**config.mk**
```make
export PLATFORM = sky130hd
export DESIGN_NAME = loop_ctrl_seq
export DESIGN_NICKNAME = d
export VERILOG_FILES = /design/src/rtl/loop_ctrl_seq.sv
export SDC_FILE = /design/constraint.sdc
export NUM_CORES = 1
export LEC_CHECK = 0
export ABC_CLOCK_PERIOD_IN_PS = 3350
export BUFFER_PORTS_ARGS = -buffer_cell sky130_fd_sc_hd__clkbuf_2
export CAP_MARGIN = 20
export CORE_ASPECT_RATIO = 1.5
export CORE_UTILIZATION = 59
export CTS_CLUSTER_DIAMETER = 100
export DETAILED_ROUTE_END_ITERATION = 12
export PLACE_DENSITY = 0.81
export SLEW_MARGIN = 5
export SYNTH_ARGS = -nofsm -noshare
export SYNTH_HDL_FRONTEND = slang
export SYNTH_SLANG_ARGS = --single-unit
```
**constraint.sdc**
```tcl
create_clock -name clk -period 3.35 [get_ports clk]
set_clock_uncertainty 0.2 [all_clocks]
set_input_delay 0.335 -clock clk [delete_from_list [all_inputs] [get_ports clk]]
set_output_delay 0.335 -clock clk [all_outputs]
set_load 0.02 [all_outputs]
```
**src/rtl/loop_ctrl_seq.sv**
```systemverilog
// Start-up and fault sequencer for the regulation loop: precharge, soft-start
// ramp of the reference code, tracking regulation, and fault retry/latch.
module loop_ctrl_seq #(
  parameter int CODE_W    = 6,
  parameter int STEP_DIV  = 4,
  parameter int PRE_CYC   = 16,
  parameter int COOL_CYC  = 32,
  parameter int RETRY_MAX = 3
) (
  input  logic              clk,
  input  logic              rst,
  input  logic              CELV,
  input  logic              CELG,
  input  logic              SUB,
  input  logic              en,
  input  logic [CODE_W-1:0] tgt_code,
  input  logic              flt_ov,
  input  logic              flt_oc,
  input  logic              flt_uv,
  output logic              pre_en,
  output logic              loop_en,
  output logic [CODE_W-1:0] ref_code,
  output logic              pgood,
  output logic [1:0]        fault_code,
  output logic [2:0]        state
);

  typedef enum logic [2:0] {
    S_OFF = 3'd0, S_PRE = 3'd1, S_SOFT = 3'd2,
    S_REG = 3'd3, S_FAULT = 3'd4, S_LATCH = 3'd5
  } state_t;

  localparam int TMAX = (PRE_CYC > STEP_DIV) ? PRE_CYC : STEP_DIV;
  localparam int TW   = $clog2(TMAX + 1);
  localparam int CW   = $clog2(COOL_CYC + 1);
  localparam int RW   = $clog2(RETRY_MAX + 2);

  localparam logic [TW-1:0]     PRE_LAST  = TW'(PRE_CYC - 1);
  localparam logic [TW-1:0]     STEP_LAST = TW'(STEP_DIV - 1);
  localparam logic [CW-1:0]     COOL_LAST = CW'(COOL_CYC - 1);
  localparam logic [RW-1:0]     RETRY_LIM = RW'(RETRY_MAX);
  localparam logic [CODE_W-1:0] REF_MAX   = '1;

  // Supply/ground/substrate pins carry no logic.
  logic unused_pins;
  assign unused_pins = CELV ^ CELG ^ SUB;

  state_t            state_reg, state_next;
  logic [TW-1:0]     tmr_reg, tmr_next;
  logic [CW-1:0]     cool_reg, cool_next;
  logic [RW-1:0]     retry_reg, retry_next;
  logic [CODE_W-1:0] ref_reg, ref_next;
  logic [1:0]        fc_reg, fc_next;
  logic              pre_en_reg, pre_en_next;
  logic              loop_en_reg, loop_en_next;
  logic              pgood_reg, pgood_next;

  logic       any_flt;
  logic [1:0] flt_code;
  logic       step_due;

  assign any_flt  = flt_ov | flt_oc | flt_uv;
  assign flt_code = flt_ov ? 2'd1 : (flt_oc ? 2'd2 : 2'd3);
  assign step_due = (tmr_reg == STEP_LAST);

  always_ff @(posedge clk) begin
    if (rst) begin
      state_reg   <= S_OFF;
      tmr_reg     <= '0;
      cool_reg    <= '0;
      retry_reg   <= '0;
      ref_reg     <= '0;
      fc_reg      <= 2'd0;
      pre_en_reg  <= 1'b0;
      loop_en_reg <= 1'b0;
      pgood_reg   <= 1'b0;
    end else begin
      state_reg   <= state_next;
      tmr_reg     <= tmr_next;
      cool_reg    <= cool_next;
      retry_reg   <= retry_next;
      ref_reg     <= ref_next;
      fc_reg      <= fc_next;
      pre_en_reg  <= pre_en_next;
      loop_en_reg <= loop_en_next;
      pgood_reg   <= pgood_next;
    end
  end

  always_comb begin
    state_next = state_reg;
    tmr_next   = tmr_reg;
    cool_next  = cool_reg;
    retry_next = retry_reg;
    ref_next   = ref_reg;
    fc_next    = fc_reg;
    // Dropping en wins over everything, including a fault on the same edge.
    if (state_reg != S_OFF && !en) begin
      state_next = S_OFF;
      tmr_next   = '0;
      cool_next  = '0;
      ref_next   = '0;
    end else if ((state_reg == S_PRE || state_reg == S_SOFT || state_reg == S_REG) && any_flt) begin
      state_next = S_FAULT;
      tmr_next   = '0;
      cool_next  = '0;
      ref_next   = '0;
      fc_next    = flt_code;
    end else begin
      case (state_reg)
        S_OFF: begin
          ref_next = '0;
          if (en) begin
            state_next = S_PRE;
            tmr_next   = '0;
            fc_next    = 2'd0;
            retry_next = '0;
          end
        end
        S_PRE: begin
          if (tmr_reg == PRE_LAST) begin
            state_next = S_SOFT;
            tmr_next   = '0;
            ref_next   = '0;
          end else begin
            tmr_next = tmr_reg + TW'(1);
          end
        end
        S_SOFT: begin
          if (step_due) begin
            tmr_next = '0;
            if (ref_reg != REF_MAX) ref_next = ref_reg + CODE_W'(1);
          end else begin
            tmr_next = tmr_reg + TW'(1);
          end
          if (ref_next == tgt_code) begin
            state_next = S_REG;
            tmr_next   = '0;
          end
        end
        S_REG: begin
          // The step timer idles at zero while on target.
          if (ref_reg == tgt_code) begin
            tmr_next = '0;
          end else if (step_due) begin
            tmr_next = '0;
            ref_next = (ref_reg < tgt_code) ? ref_reg + CODE_W'(1) : ref_reg - CODE_W'(1);
          end else begin
            tmr_next = tmr_reg + TW'(1);
          end
        end
        S_FAULT: begin
          if (any_flt) begin
            cool_next = '0;
          end else if (cool_reg == COOL_LAST) begin
            cool_next = '0;
            tmr_next  = '0;
            if (retry_reg < RETRY_LIM) begin
              state_next = S_PRE;
              retry_next = retry_reg + RW'(1);
            end else begin
              state_next = S_LATCH;
            end
          end else begin
            cool_next = cool_reg + CW'(1);
          end
        end
        S_LATCH: ;
        default: begin
          state_next = S_OFF;
          tmr_next   = '0;
          cool_next  = '0;
          ref_next   = '0;
        end
      endcase
    end
  end

  always_comb begin
    pre_en_next  = (state_next == S_PRE);
    loop_en_next = (state_next == S_SOFT) || (state_next == S_REG);
    pgood_next   = (state_next == S_REG) && (ref_next == tgt_code);
  end

  assign pre_en     = pre_en_reg;
  assign loop_en    = loop_en_reg;
  assign ref_code   = ref_reg;
  assign pgood      = pgood_reg;
  assign fault_code = fc_reg;
  assign state      = state_reg;

endmodule

```
==> summary.md, run 1 <==
| Metric | Value |
|---|---|
| Outcome | completed |
| Cell mode on critical path | nor4b_1 |
| Wire per inst | about 16 um |
| Most used DFF post-synth | dfxtp_1 |
| 1st-iter DRT viols | 149 |
| Sequential fraction of the synthesis area | 0.237 |
| Asr flop ratio synth | 0 |
| Final hold vios | 0 |
| Final ANT Viol Nets | 0 |
| Fmax | 0.314 GHz |
| Leak Pwr | around 1.1 nW |
| # rows | 27 |
| PwrDens | 271 nW/um^2 |
| CP max stage cell | or4_1 |
| # diodes | 0 |
| Crit path DAT | 3.21 ns |
| Mean Syn Cell Area | 7.32 sq um |
| CP Buf/Inv Count | 0 |
| Core area | 3750 sq um |
| # nets final | ~380 |
| Die height | 79.5 um |
| Worst-Skew Late Latency | 0.28 ns |
| Post_cts resized | 0 |
| Clock slew at reported path FFs | 0.10 ns |
| Cell Area, Placed | 2610 sq um |
| CTS Hold Bufs | 0 |
| Syn. warnings | 0 |
| Largest area contributor in the netlist | dfxtp_1 |
| Final setup viols | 0 |
| Grt ovf | 0 |
| CP Capture Type | flop |
| Final Cell Area | 2680 sq um |
| Synth Register Bits | 28 |
| PortBufs | 25 |
| Setup Fix Bufs, Post-CTS | 0 |
| Global-route wire length before repair | 10.3 mm |
| Yosys top cell area share | 0.237 |
| CP Cell Sequence | ha_1, nor4b_1, o21ai_0, or4_1, nor4b_1, nor3_1, o31ai_1, a22o_1, and4bb_2 |
| CP peak stage delay | 0.45 ns |
| Layout area overhead | 13.5% |
| Root buffer cell | clkbuf_8 |
| Die area | 4270 sq um |
| Hold_ws | between 0.2 and 0.25 ns |
| Vias in the first global route | 2412 |
| Gpl congestion | 0.968 |
| Initial Utilization | 0.631 |
| Post-DP HPWL | 4.96 mm |
| Share of cells above drive strength 1 | 0.144 |
| Clock buffer depth | 2 |
| Max_slew headroom | 0.671 |
| Top-count cell post-synth | nand2_1 |
| Post-Syn Nets | 351 |
| Setup crit start kind | flop |
| Most frequent cells after synthesis | nand2_1 (29), dfxtp_1 (28), nor2_1 (24), nor3_1 (18), o21ai_0 (18) |
| CP Data Required Time | ~3.4 ns |
| Minimum clock period | 3.18 ns |
| Drc violations | 0 |
| Synth Instances | about 320 |
| Max-slew violations | 0 |
| TNS Setup | 0 ns |
| Initial antenna violation count | 0 |
| Global router's overall resource usage | 0.323 |
| VDD IR-drop max | around 330 uV |
| Synthesized area | 2360 sq um |
| RSZ-0062 raised after global routing | no |
| Number of H-tree levels | 1 |
| Vias | 2625 |
| Worst Path Max Fanout | 5 |
| Max-cap violations | 0 |
| Slew of the pin with the lowest slew margin | approximately 0.49 ns |
| CTS Buf Count | 3 |
| Detailed Route WL | roughly 6.4 mm |
| Final Cycle Share | 0.949 |
| Worst hold-check path type | primary input to flop |
| CP Class | flop to flop |
| Via density | between 6 and 7 |
| Top cells by area, synth | dfxtp_1 (24%), ha_1 (6.9%), nand2_1 (4.6%), nor3_1 (3.8%), o21ai_0 (3.8%) |
| Total power | 726 uW |
| Yosys cell types | between 50 and 60 |
| Top Ports | 29 |
| Post-synth EDFFs | 0 |
| TritonCTS clock tree | done |
| CTS sink count | 28 |
| Die Span X | 53.7 um |
| Drt pass-1 iters | 8 |
| Largest net degree at the start of global routing | 24 |
| CP top delay family | simple AND/OR/NAND/NOR gates |
[worst paths after layout]
| check | slack, ns | endpoint | startpoint | depth (start not counted) |
|---|---|---|---|---|
| worst min register to register | 0.28 | retry_reg[2] | retry_reg[2] | 2 |
| worst min-delay path | 0.20 | fault_code[1] | flt_ov | 4 |
| worst max-delay path | 0.17 | pgood | tmr_reg[0] | 9 |
| worst max register to register | 0.17 | pgood | tmr_reg[0] | 9 |
[where the power goes]
part,switching [mW],total [mW],leakage (nW),internal [mW]
clock network,0.112,0.273,0.0357,0.160
logic,0.0681,0.109,0.848,0.0406
registers,0.00653,0.345,0.226,0.338
total,0.187,0.726,1.11,0.539
[per-stage QoR]
step | cells | worst slack, ns | utilization
after global routing | 396 | 0.0150 | 0.716
final | 396 | 0.169 | 0.716
after global placement | 392 | 0.286 | 0.696
after detailed placement | 392 | 0.229 | 0.696
after CTS | 396 | 0.193 | 0.715
after floorplan | 323 | 0.385 | -
[worst reg2reg max path: stages, from the launching register on]
cell and delay, ns:
dfxtp_1 0.38, ha_1 0.23, nor4b_1 0.44, o21ai_0 0.19, or4_1 0.45, nor4b_1 0.39
nor3_1 0.16, o31ai_1 0.29, a22o_1 0.18, and4bb_2 0.22
[logic make-up after synthesis]
| kind of cell | Yosys count | share of synthesized area |
|---|---|---|
| compound gates | 85 | 0.239 |
| buf+inv | 33 | 0.0534 |
| mux | 8 | 0.0344 |
| xor+xnor | 11 | 0.0407 |
| flops | 28 | 0.237 |
| simple gates | 145 | 0.326 |
| fa+ha+maj | 13 | 0.0688 |
[cells in the final DEF (no fill, tap or decap), types with 3 or more instances in the layout]
master,synthesis,routed
a211oi_1,4,4
a21oi_1,16,16
a22oi_1,4,4
a31oi_1,8,8
and2_1,5,5
and3_1,5,5
buf_4,0,17
clkbuf_2,0,25
clkbuf_8,0,3
dfxtp_1,28,28
ha_1,13,13
inv_1,16,16
mux2i_1,7,7
nand2_1,29,29
nand2b_1,4,4
nand3_1,17,17
nand4_1,8,8
nor2_1,24,24
nor2b_1,9,9
nor3_1,18,18
nor4_1,4,4
nor4b_1,4,4
o211ai_1,3,3
o21a_1,5,5
o21ai_0,18,18
o31ai_1,6,6
or3_1,6,6
or4_1,3,3
xnor2_1,4,4
xor2_1,7,7
[metal layers]
metal / share of wire / track usage / routed length, um
met3: 0.068 / 0.0286 / 433
met1: 0.38 / 0.365 / 2450
met2: 0.49 / 0.546 / 3130
met5: 0 / 0 / 0
met4: 0.060 / 0.216 / 383
[final cells by class]
class | instances | area (sq um)
fill | 304 | 1070
clock inverter | 1 | 30.0
sequential | 28 | 561
multi-input combinational | 262 | 1680
timing repair buffer | 42 | 253
inverter | 17 | 63.8
tap | 43 | 53.8
clock buffer | 3 | 41.3
No activity file was read; power rests on OpenSTA's default activity.
==> run 2, diff against run 1 <==
- ABC_CLOCK_PERIOD_IN_PS: 3350 -> 2600
- CORE_UTILIZATION: 59 -> 53
- PLACE_DENSITY: 0.81 -> 0.77
- clock period: 3.35 -> 2.6 ns (I/O delays scaled with it)
==> run 2 against run 1 <==
Effect of this change:
- global-route usage grew 2.7 points
- design area grew 22%
- maximum frequency rose by 11%
- largest power group unchanged
- count of clock-buffer cells in the layout did not move
- largest cell class unchanged
- routed wire length up 24%
- flip-flop and latch count did not move
- combinational power increased by 71%
- the run now ends with negative setup slack left
- hold slack worse by 0.069 ns
- first-iteration DRC count fell by 9.4%
==> summary.md, run 2 (same netlist as run 1, synthesis figures left out) <==
| Metric | Value |
|---|---|
| Layout area overhead | 38.5% |
| Die height | ~84 um |
| Final Worst Setup Slack | -0.268 ns |
| # rows | 29 |
| CP Capture Type | flop |
| PortBufs | 25 |
| R2R Setup Slk | -0.27 ns |
| Max-slew violations | 0 |
| TritonCTS clock tree | done |
| CP max stage cell | or4_4 |
| CP Data Required Time | 2.62 ns |
| Final Cycle Share | 1.10 |
| Initial Utilization | 0.557 |
| PwrDens | 300 nW/um^2 |
| Final design utilization | 0.772 |
| Global router's overall resource usage | 0.350 |
| CTS sink count | 28 |
| CP peak stage delay | 0.53 ns |
| Gpl congestion | 1.04 |
| Die Span X | 56.5 um |
| Largest net degree at the start of global routing | 24 |
| Total power | 983 uW |
| RSZ-0062 raised after global routing | yes |
| CTS Hold Bufs | 0 |
| Final hold vios | 0 |
| Hold path cells | 4 |
| Number of H-tree levels | 1 |
| Outcome | finished with violations |
| Core area | 4250 sq um |
| Leak Pwr | 1.43 nW |
| Post-DP HPWL | between 6 and 7 mm |
| Final setup viols | 7 |
| Clock buffer depth | 2 |
| Grt ovf | 0 |
| CTS Buf Count | 3 |
| Setup crit start kind | flop |
| # diodes | 0 |
| VDD IR-drop max | approximately 380 uV |
| Detailed Route WL | 7.95 mm |
| # nets final | 438 |
| Worst-Skew Late Latency | 0.28 ns |
| Most frequent cells in the layout | buf_4 (73), nand2_1 (29), dfxtp_1 (25), clkbuf_2 (25), nor2_1 (24) |
| Worst Path Max Fanout | 6 |
| Worst r2r dst | tmr_reg[2] |
| Hold Crit Start | flt_ov |
| Drt pass-1 iters | 5 |
| Drc violations | 0 |
| CP Cell Sequence | ha_4, or4b_4, or4_4, nand3_2, a211oi_2, nor3b_2, o31a_1, or3_4, a2bb2oi_2 |
| Max_slew headroom | 0.694 |
| Worst Hold End | fault_code[1] |
| Worst r2r src | tmr_reg[1] |
| Fillers | 334 |
| 1st-iter DRT viols | around 140 |
| Wire per inst | 17.5 um |
| Root buffer cell | clkbuf_8 |
| Clock slew at reported path FFs | about 0.10 ns |
| Most common cell after layout, fill and taps aside | buf_4 |
| Initial antenna violation count | 0 |
| Minimum clock period | ~2.9 ns |
| Via density | ~6.3 |
| Global-route wire length before repair | 13.0 mm |
| Fmax | 0.349 GHz |
| CP Class | flop to flop |
| TNS Setup | -1.19 ns |
| Share of cells above drive strength 1 | 0.340 |
| Hold_ws | 0.133 ns |
| Final ANT Viol Nets | 0 |
| Max-cap violations | 0 |
| DP Worst Slack | -0.245 ns |
| Top Ports | 29 |
| Die area | 4740 sq um |
| Vias in the first global route | ~2.9k |
| Crit path DAT | 2.89 ns |
| Slew of the pin with the lowest slew margin | around 0.45 ns |
| Worst hold-check path type | primary input to flop |
| Failing checks | negative setup slack |
| Worst reg2reg path depth | 9 |
| Vias | ~2.9k |
## run 2: cell count changes in the layout (fill, tap and decap cells not counted), sizes merged
cell | before | now
buf | 17 | 73
## run 2: worst max-delay path by stage
stage,cells after the start,to,slack (ns),from
2_1_floorplan,10,tmr_reg[2],-0.19,tmr_reg[1]
3_3_place_gp,9,tmr_reg[2],-0.22,tmr_reg[1]
3_5_place_dp,9,tmr_reg[2],-0.25,tmr_reg[1]
4_1_cts,9,tmr_reg[2],-0.24,tmr_reg[1]
5_1_grt,9,tmr_reg[2],-0.32,tmr_reg[1]
6_report,9,tmr_reg[2],-0.27,tmr_reg[1]
## run 2: final cells by class
cell class / count / area (sq um) / area share
Clock buffer: 3 / 41.3 / 0.0126
Clock inverter: 1 / 30.0 / 0.00917
Inverter: 17 / 63.8 / 0.0195
Multi-Input combinational cell: 262 / 1850 / 0.563
Sequential cell: 28 / 564 / 0.172
Tap cell: 46 / 57.6 / 0.0176
Timing Repair Buffer: 98 / 673 / 0.206
## run 2: power breakdown
part	leakage, nW	internal (mW)	switching (mW)
clock network	0.0357	0.207	0.150
logic	1.16	0.0795	0.106
registers	0.228	0.436	0.00443
## run 2: stage by stage
step | instances | area (sq um)
2_1_floorplan | 323 | 2400
3_3_place_gp | 449 | 3050
3_5_place_dp | 449 | 3050
4_1_cts | 455 | 3190
5_1_grt | 455 | 3280
6_report | 455 | 3280
## run 2: routing by layer
metal	vias up	GRT usage	share of wire
li1	1374	-	-
met1	1325	0.362	0.37
met2	119	0.620	0.51
met3	45	0.0419	0.044
met4	0	0.268	0.075
met5	-	0	0
## run 2: what timing repair did
| item | CTS | global route |
|---|---|---|
| setup buffers | 2 | 0 |
| pin swaps | 10 | 5 |
| resized for setup | 10 | 21 |
| setup endpoints to repair | 7 | 12 |
## run 2: critical path, delay by kind of cell (launching register included)
| kind | cells | cell delay, ns |
|---|---|---|
| adders and majority gates | 1 | 0.14 |
| DFF | 1 | 0.36 |
| and+or+nand+nor | 5 | 1.65 |
| AOI/OAI and AO/OA | 3 | 0.45 |
==> run 3, diff against run 2 <==
- PLACE_DENSITY: 0.77 -> default
- PLACE_DENSITY_LB_ADDON: default -> 0.1
==> run 3 against run 2 <==
Effect of this change:
- worst setup slack better by 0.016 ns
- first-iteration DRC count is the same
- combinational power grew 2%
- flip-flop and latch count stayed put
- critical endpoint is now pgood
- critical path depth grew 3
- global-route usage fell by 1.0 points
- the flow still finishes with violations (negative setup slack)
- register-to-register slack better by 0.02 ns
- maximum frequency is 0.58% higher
==> summary.md, run 3 (same netlist as run 1, synthesis figures left out) <==
| Metric | Value |
|---|---|
| CP Depth | 12 |
| Final Cycle Share | 1.10 |
| CP Cell Sequence | ha_4, or4b_4, buf_6, a31oi_1, buf_4, buf_4, nand2_1, mux2i_1, xnor2_1, nand2b_4, o31ai_1, and4bb_2 |
| Worst Path Max Fanout | 5 |
| Fmax | about 0.35 GHz |
| Setup crit start kind | flop |
| Leak Pwr | 1.46 nW |
| Final Cell Area | approximately 3300 sq um |
| Worst r2r dst | pgood |
| Grt ovf | 0 |
| Vias in the first global route | a little under 3k |
| Global-route wire length before repair | 12.8 mm |
| CTS sink count | 28 |
| CP max stage cell | or4b_4 |
| RSZ-0062 raised after global routing | yes |
| Clock buffer depth | 2 |
| CTS Buf Count | 3 |
| Most frequent cells in the layout | buf_4 (74), nand2_1 (28), dfxtp_1 (25), clkbuf_2 (25), nor2_1 (24) |
| Max-cap violations | 0 |
| Gpl congestion | 0.988 |
| TritonCTS clock tree | done |
| PortBufs | 25 |
| Final hold vios | 0 |
| CP Capture Type | flop |
| Global router's overall resource usage | 0.340 |
| Fillers | between 300 and 400 |
| Post-DP HPWL | 5.98 mm |
| CP top delay family | simple AND/OR/NAND/NOR gates |
| Detailed Route WL | 7.76 mm |
| Layout area overhead | 40.6% |
| Die height | 83.8 um |
| Max-slew violations | 0 |
| Root buffer cell | clkbuf_8 |
| Non-Filler Instances | 458 |
| CP Data Required Time | 2.58 ns |
| Initial antenna violation count | 0 |
| Worst-Skew Late Latency | 0.28 ns |
| TNS Setup | -1.09 ns |
| Cell mode on critical path | buf_4 |
| Share of cells above drive strength 1 | 0.345 |
| Die area | 4740 sq um |
| Critical Path Source | tmr_reg[1] |
| Wire per inst | 16.9 um |
| Top Ports | 29 |
| VDD IR-drop max | 342 uV |
| Drc violations | 0 |
| # nets final | between 400 and 500 |
| 1st-iter DRT viols | 135 |
| # rows | 29 |
| Initial Utilization | 0.557 |
| Met2 Use GR | 0.619 |
| M1 GR Usage | 0.344 |
| Outcome | finished with violations |
| Final Worst Setup Slack | -0.252 ns |
| CP Buf/Inv Count | 3 |
| Most common cell after layout, fill and taps aside | buf_4 |
| Drt pass-1 iters | 5 |
| Final design utilization | 0.783 |
| Met3 GRT Util | 0.0419 |
| Worst hold-check path type | primary input to flop |
| Busiest layer in global routing | met2 |
| Post-Place Cells | roughly 450 |
| Via density | 6.26 |
| Area of the multi-input gates | 1870 sq um |
| Crit path DAT | 2.84 ns |
| Total power | 982 uW |
| Clock slew at reported path FFs | around 0.1 ns |
| Final ANT Viol Nets | 0 |
| Die Span X | 56.5 um |
| Worst r2r src | tmr_reg[1] |
| CP Class | flop to flop |
| Worst reg2reg path depth | 12 |
| Cell Area, Placed | about 3000 sq um |
| CP Capture Point | pgood |
| Vias | 2865 |
| PwrDens | 295 nW/um^2 |
| Minimum clock period | 2.85 ns |
| # diodes | 0 |
| Failing checks | negative setup slack |
| Number of H-tree levels | 1 |
| CP peak stage delay | 0.51 ns |
| Slew of the pin with the lowest slew margin | 0.439 ns |
| Final setup viols | 6 |
| R2R Setup Slk | -0.25 ns |
| Storage cell area | 564 sq um |
| Largest net degree at the start of global routing | 24 |
| Core area | 4250 sq um |
| Max_slew headroom | 0.704 |
-- run 3: timing repair --
item	CTS	global route
resized for setup	23	9
hold buffers	0	0
setup buffers	3	2
pin swaps	6	2
endpoints found under the setup margin	9	11
-- run 3: how the worst min path moves through the flow --
stage | start | to | slack [ns] | cells past startpoint
3_3_place_gp | retry_reg[2] | retry_reg[2] | 0.26 | 2
3_5_place_dp | tmr_reg[3] | tmr_reg[3] | 0.27 | 2
4_1_cts | flt_ov | fault_code[1] | 0.14 | 4
2_1_floorplan | rst | loop_en | 0.15 | 1
5_1_grt | flt_ov | fault_code[1] | 0.18 | 4
6_report | flt_ov | fault_code[1] | 0.14 | 4
-- run 3: worst min-delay path, delay by kind of cell --
| kind | cells | cell delay (ns) |
|---|---|---|
| AO/OA/AOI/OAI | 1 | 0.12 |
| buffers and inverters | 1 | 0.11 |
| AND/OR/NAND/NOR | 2 | 0.10 |
-- run 3: where the power goes --
group          leakage [nW]  switching (mW)  internal (mW)
clock                0.0357           0.145          0.206
combinational          1.20           0.107         0.0826
sequential            0.228         0.00449          0.436
-- run 3: layer usage --
| layer | routed length [um] | part of all wire |
|---|---|---|
| met1 | 2870 | 0.37 |
| met2 | 3970 | 0.51 |
| met3 | 306 | 0.039 |
| met4 | 611 | 0.079 |
| met5 | 0 | 0 |
-- run 3: stage by stage --
step | hold WS, ns | setup slack [ns]
finish | 0.142 | -0.252
global route | 0.181 | -0.340
CTS | 0.140 | -0.246
detailed placement | 0.268 | -0.288
global placement | 0.257 | -0.243
floorplan | 0.152 | -0.194
-- run 3: area by class of cell --
| cell class | instances | area share |
|---|---|---|
| inverter | 17 | 0.0192 |
| clock buffer | 3 | 0.0124 |
| clock inverter | 1 | 0.00903 |
| sequential | 28 | 0.170 |
| multi-input combinational | 262 | 0.561 |
| tap | 46 | 0.0173 |
| timing repair buffer | 101 | 0.211 |
